### src/rtl/pipe_stage_skid.sv
// pipe_stage_skid: valid/ready pipeline stage register with optional 2-entry skid buffer,
// synchronous flush and saturating back-pressure counter.
module pipe_stage_skid #(
    parameter int DATA_W  = 160,
    parameter bit SKID_EN = 1'b1,
    parameter int CNT_W   = 16
) (
    input  logic              clk,
    input  logic              rst,
    input  logic              flush,
    input  logic              in_valid,
    output logic              in_ready,
    input  logic [DATA_W-1:0] in_data,
    output logic              out_valid,
    input  logic              out_ready,
    output logic [DATA_W-1:0] out_data,
    output logic [1:0]        occupancy,
    output logic [CNT_W-1:0]  stall_cnt
);
    typedef enum logic [1:0] {EMPTY = 2'd0, BUSY = 2'd1, FULL = 2'd2} state_t;
    state_t            state, state_n;
    logic [DATA_W-1:0] main_q, main_n, skid_q, skid_n;
    logic              in_fire, out_fire;

    assign out_valid = state != EMPTY;
    assign out_data  = main_q;
    assign occupancy = state;
    assign in_fire   = in_valid & in_ready & ~flush;
    assign out_fire  = out_valid & out_ready & ~flush;

    always_comb begin
        state_n = state;
        main_n  = main_q;
        skid_n  = skid_q;
        if (flush) begin
            state_n = EMPTY;
            main_n  = '0;
            skid_n  = '0;
        end else begin
            case (state)
                EMPTY: if (in_fire) begin
                    main_n  = in_data;
                    state_n = BUSY;
                end
                BUSY: if (in_fire && out_fire) begin
                    main_n = in_data;
                end else if (in_fire && SKID_EN) begin
                    skid_n  = in_data;
                    state_n = FULL;
                end else if (out_fire) begin
                    state_n = EMPTY;
                end
                FULL: if (out_fire) begin
                    main_n  = skid_q;
                    state_n = BUSY;
                end
                default: state_n = EMPTY;
            endcase
        end
    end

    always_ff @(posedge clk) begin
        if (rst) begin
            state     <= EMPTY;
            main_q    <= '0;
            stall_cnt <= '0;
        end else begin
            state  <= state_n;
            main_q <= main_n;
            if (out_valid && !out_ready && !flush && stall_cnt != '1)
                stall_cnt <= stall_cnt + CNT_W'(1);
        end
    end

    generate
        if (SKID_EN) begin : g_skid
            logic in_ready_q;
            // Registering in_ready from the next state breaks the upstream stall chain.
            always_ff @(posedge clk) begin
                if (rst) begin
                    skid_q     <= '0;
                    in_ready_q <= 1'b1;
                end else begin
                    skid_q     <= skid_n;
                    in_ready_q <= state_n != FULL;
                end
            end
            assign in_ready = in_ready_q;
        end else begin : g_noskid
            assign skid_q   = '0;
            assign in_ready = ~out_valid | out_ready;
        end
    endgenerate
endmodule

### config.mk
export PLATFORM = sky130hd
export DESIGN_NAME = pipe_stage_skid
export DESIGN_NICKNAME = d
export VERILOG_FILES = /design/src/rtl/pipe_stage_skid.sv
export SDC_FILE = /design/constraint.sdc
export NUM_CORES = 1
export LEC_CHECK = 0
export BUFFER_PORTS_ARGS = -buffer_cell sky130_fd_sc_hd__buf_2
export CORE_MARGIN = 4
export CORE_UTILIZATION = 30
export DETAILED_ROUTE_END_ITERATION = 10
export PLACE_DENSITY_LB_ADDON = 0.1
export SLEW_MARGIN = 25
export SYNTH_ARGS = -nofsm -noshare
export SYNTH_HDL_FRONTEND = slang
export SYNTH_SLANG_ARGS = --single-unit
### constraint.sdc
create_clock -name clk -period 4.3 [get_ports clk]
set_input_delay 0.215 -clock clk [delete_from_list [all_inputs] [get_ports clk]]
set_output_delay 0.215 -clock clk [all_outputs]
set_load 0.01 [all_outputs]
# ---- Word-level counts from Yosys, hierarchy flattened
# Cells that the tools add are included.
dict set report totals {
  register_bits 339
  out_inout_bits 180
}
dict set report op_classes {
  muxes 11
  bitwise_logic 6
  add_sub_neg 1
  reduce_logical 12
  n_eq_ne 7
}
# cell n
set op_table {}
lappend op_table {{160-bit two-way mux} 3}
lappend op_table {{160-bit case mux with 3 select lines} 1}
lappend op_table {{16-bit by 1-bit adder with 16-bit output (second input constant)} 1}
lappend op_table {{16-bit inequality test (second input constant)} 1}
lappend op_table {{2-bit two-way mux} 6}
lappend op_table {{2-bit inequality test (second input constant)} 4}
lappend op_table {{2-bit case mux with 3 select lines} 1}
lappend op_table {{1-bit AND} 4}
lappend op_table {{1-bit logical AND} 4}
lappend op_table {{4-bit AND reduction} 1}
lappend op_table {{3-bit AND reduction} 1}
lappend op_table {{3-bit nonzero test} 1}
lappend op_table {{2-bit by 1-bit == test with 1-bit output (second input constant)} 1}
lappend op_table {{2-bit == test (second input constant)} 1}
lappend op_table {{1-bit zero test} 2}
lappend op_table {{2-bit zero test} 1}
lappend op_table {{1-bit NOT} 2}
lappend op_table {{2-bit nonzero test} 1}
lappend op_table {{2-bit OR reduction} 1}

# ---- Depth between registers and ports, before layout
dict set report depth {
  depth_word 9
  ltp_mapped 9
  mapped_depth_nobuf 5
}

# ---- Least setup slack after synthesis
# OpenSTA, ideal clock, no wires.
dict set report synth_timing {
  path_kind {register -> register}
  start {register stall_cnt[2]}
  end {register stall_cnt[15]}
  setup_slack_ns 2.513
  t_required_ns 4.179
  period_less_slack_ns 1.787
  arrival_time_ns 1.666
  path_stages_with_launch 5
  path_cell_list {dfxtp_1 > and4_1 > or3b_1 > nor4_1 > mux2_2}
}
dict set report synth_between {
  elab_chain_len 2
  elab_cells_between_ends 3
}
# item line
set synth_rtl {}
lappend synth_rtl {{start, declared} 18} ;# output logic [CNT_W-1:0] stall_cnt
lappend synth_rtl {{start signal, assigned} 71} ;# stall_cnt <= stall_cnt + CNT_W'(1);
lappend synth_rtl {{branches (longest 2 deep; another with 16-bit by 1-bit adder with 16-bit output)} --}
# Several ways; the timed one is not identified.
# A chain may end at the register's enable or synchronous reset.

# ---- Worst setup path after layout
dict set report layout_timing {
  start {register state[1], in the netlist occupancy[1]}
  end {register main_q[78], in the netlist out_data[78]}
}
dict set report layout_between {
  elab_chain_len 6
  elab_cells_between_ends 13
}
# item line
set layout_rtl {}
lappend layout_rtl {{start, declared} 21} ;# state_t state, state_n;
lappend layout_rtl {{start signal, assigned} 68} ;# state <= state_n;
lappend layout_rtl {{2-bit nonzero test} 25} ;# assign out_valid = state != EMPTY;
lappend layout_rtl {{1-bit AND (2 in a row)} 29} ;# assign out_fire = out_valid & out_ready & ~flush;
lappend layout_rtl {{1-bit logical AND} 45} ;# BUSY: if (in_fire && out_fire) begin
lappend layout_rtl {{2-bit inequality test (no line)} --}
lappend layout_rtl {{4-bit AND reduction (no line)} --}
lappend layout_rtl {{end signal, assigned} 69} ;# main_q <= main_n;
lappend layout_rtl {{end, declared} 22} ;# logic [DATA_W-1:0] main_q, main_n, skid_q, skid_n;
# Parallel ways exist; a longest one is shown, timed or not.

==> impl_metrics.py <==
metrics = {
    "yosys": {
        "synth_top_family_by_area": "simple AND/OR/NAND/NOR gates",
        "synth_xor_area_share_pct": 0,
        "synth.cell_area_um2": 13700,
        "avgSynthCellArea_um2": 8.86,
        "synth-seq-cells": 339,
        "synth_fa_ha_area_share_pct": 0.0914,
        "synthMuxAreaShare_pct": 12.1,
        "synth_compound_area_share_pct": 16.0,
        "synth_top_area_share_pct": 49.6,
        "synth-seq-area-share_pct": 49.6,
        "synthDistinctLibCells": 42,
        "synth_cells": 1545,
        "yosysWarnings": 0,
        "synth_area_leaders": "dfxtp_1, mux2i_1, nand2_1, a211oi_1, a21oi_1",
        "synth_nets": 1711,
        "synth_area_leader_cell": "dfxtp_1",
        "synth_simple_gate_area_share_pct": 17.3,
    },
    "worst_setup_path": {
        "end_kind": "register",
        "worst-setup-path-type": "reg2reg",
        "startpoint": "occupancy[1]",
        "crit_required_ns": 4.70,
        "startpoint_type": "register",
        "cp_max_fo": 53,
        "r2r_start": "occupancy[1]",
        "critPathArrivalTime_ns": 3.16,
        "crit-reg2reg-capture": "out_data[78]",
        "r2r_cells": 5,
        "r2r_setup_slack_ns": 1.55,
    },
    "floorplanning": {
        "rows": 78,
        "die_x_um": 222,
        "dieHeight_um": 222,
        "start_util_pct": 30.2,
        "die_area_um2": 49100,
        "pin_count": 345,
        "core_region_area_um2": 45300,
    },
    "global_route": {
        "antenna_found_initial": 5,
        "grt_pass1_wl_mm": 71.8,
        "grt_max_degree": 161,
        "overflow": 0,
        "grt_util_all_layers_pct": 17.7,
        "grt_pass1_vias": 12300,
    },
    "drt": {
        "first_pass_iters": 5,
        "drtAntennaViolNets": 0,
        "drt_iter0_drc": 710,
        "post_drt_wl_per_cell_um": 17.5,
        "vias_per_cell": 4.84,
        "route.vias.total": 12500,
        "drt_wl_total_mm": 45.3,
        "drc": 0,
    },
    "finish": {
        "drive_gt1_share_pct": 21.7,
        "nNetsFinal": 2131,
        "areaGrowthSynthToFinish_pct": 36.6,
    },
    "timing": {
        "finalSetupTns_ns": 0,
        "setup_viol": 0,
        "hold_viol_final": 0,
        "skew_ns": 0.00723,
        "slew-limit-headroom_pct": 34.5,
        "fin_ws_ns": 1.55,
        "layout_min_cycle_time_ns": 2.75,
        "rsz0062_at_grt": "false",
        "worst_slew_pin_slew_ns": 0.982,
        "period_share_pct": 64.1,
        "slew_violations": 0,
        "fmax_mhz": 363,
    },
    "pwr": {
        "vdd_drop_max_mv": 0.221,
        "power.density_nw_per_um2": 385,
        "leakage_nw": 8.13,
    },
    "clock_tree": {
        "cts_sinks": 339,
        "clk_pin_slew_ns": 0.06,
        "cts_root_buffer": "clkbuf_16",
        "clk_latency_ns": 0.54,
        "cts_tree": "yes",
        "ctsResizeCount": 0,
        "numCtsBuffers": 41,
        "htree_levels": 2,
        "cts.path.max_buffers": 3,
    },
    "placed_design": {
        "placement.io_buffers": 344,
        "pre_cts_slack_ns": 1.49,
        "dpl.hpwl_mm": 26.8,
        "gp_congestion": 0.744,
    },
    "job": {
        "cap_violations": 0,
    },
    "status": {
        "outcome": "complete, no violations",
    },
    "worst_hold_path": {
        "hold_path.class": "in2reg",
        "worstHoldPathCells": 2,
        "min_to": "stall_cnt[5]",
        "hold_start": "rst",
    },
}
[cells in the mapped netlist]
master	count
nor3_1	160
a21oi_1	171
nand2b_1	2
a211oi_1	160
ha_1	1
nor2b_1	4
or2_2	2
a211oi_2	1
nand4b_1	1
nand4_1	6
o311a_1	1
o41ai_1	1
dfxtp_1	339
and4b_1	1
nor2_2	1
or3_1	2
and4_1	2
and3_1	2
or2_1	1
buf_1	2
mux2_2	3
and3b_1	1
or4_1	8
o22a_1	1
buf_4	9
o21ai_0	2
inv_1	3
nor2_1	6
a211o_1	1
or3b_2	1
o21ai_1	1
o21bai_1	1
or3b_1	1
nand3b_1	2
o31ai_1	8
buf_2	57
mux2i_1	162
nand3_1	5
nand2_1	327
o311ai_0	1
nor4_1	4
clkbuf_1	81
[critical path: stages (launching register included)]
cell and delay [ns]:
dfxtp_1 0.56, nand2b_4 0.47, nor2_4 0.27, or2_4 0.62
buf_4 0.52, a211oi_1 0.15
[power breakdown]
part | internal, mW | total (mW) | switching [mW]
clock | 2.01 | 3.32 | 1.31
combinational | 0.305 | 0.645 | 0.340
sequential | 3.20 | 3.24 | 0.0355
[cell type report]
cell class                      count  area [um^2]
Sequential cell                   339         6790
Timing Repair Buffer              526         3610
Tap cell                          600          751
Fill cell                        4561        26600
Clock inverter                      6         86.3
Clock buffer                       58         1180
Multi-Input combinational cell   1054         6260
Antenna cell                        5         12.5
Inverter                            3         11.3
[worst max-delay path by stage]
stage | cells past startpoint | end | slack (ns)
floorplan | 4 | stall_cnt[15] | 2.51
global placement | 5 | out_data[140] | 1.55
detailed placement | 5 | out_data[78] | 1.49
finish | 5 | out_data[78] | 1.55
CTS | 5 | out_data[144] | 1.49
global route | 5 | out_data[63] | 1.35
[stage by stage]
stage / utilization (%) / hold slack (ns) / total power, mW / instance area (um^2) / cells
CTS: 41.2 / 0.0481 / 7.34 / 18700 / 2585
finish: 41.3 / 0.0848 / 7.20 / 18700 / 2591
detailed placement: 34.9 / 0.446 / 3.83 / 15800 / 2360
floorplan: - / 0.333 / 3.59 / 13700 / 1545
global route: 41.3 / 0.0827 / 7.52 / 18700 / 2590
global placement: 34.9 / 0.441 / 3.83 / 15800 / 2360
[metal layers]
metal	vias up	wire length, um	GRT usage, %
met2	287	21100	28.3
met4	0	826	4.90
met1	5869	20900	24.1
li1	6331	-	-
met5	-	0	0
met3	54	2480	4.22
[cell usage in the layout, fill, tap and decap left out, types with 3 or more instances in the layout]
cell / instances
mux2i_1: 162
clkbuf_1: 10
a211oi_1: 160
clkbuf_16: 43
nand2_1: 327
nor2b_1: 4
nand4_1: 6
nor4_1: 3
a21oi_1: 171
nor3_1: 160
nand3_1: 5
diode_2: 5
or4_1: 8
dlygate4sd3_1: 161
buf_2: 344
dfxtp_1: 339
inv_1: 3
o31ai_1: 8
buf_12: 8
mux2_2: 3
buf_4: 11
nor2_1: 6
clkbuf_8: 5
[cells by family (layout without fill, tap and decap cells)]
| logic type | Yosys count | in the layout |
|---|---|---|
| AO/OA/AOI/OAI | 349 | 349 |
| adder cells (fa/ha/maj) | 1 | 1 |
| buffers and inverters | 152 | 593 |
| flip-flops | 339 | 339 |
| multiplexers | 165 | 165 |
| other | 0 | 5 |
| AND/OR/NAND/NOR | 539 | 539 |
[repair_timing]
| item | in CTS | in global routing |
|---|---|---|
| hold endpoints to repair | 203 | 0 |
| hold buffers | 161 | 0 |
| buffers inserted | 0 | 0 |
[registers in the layout (all words and copies together), names as in the netlist]
name	count
skid_q	160
stall_cnt	16
in_ready	1
out_data	160
occupancy	2
No activity file was read; power rests on OpenSTA's default activity.
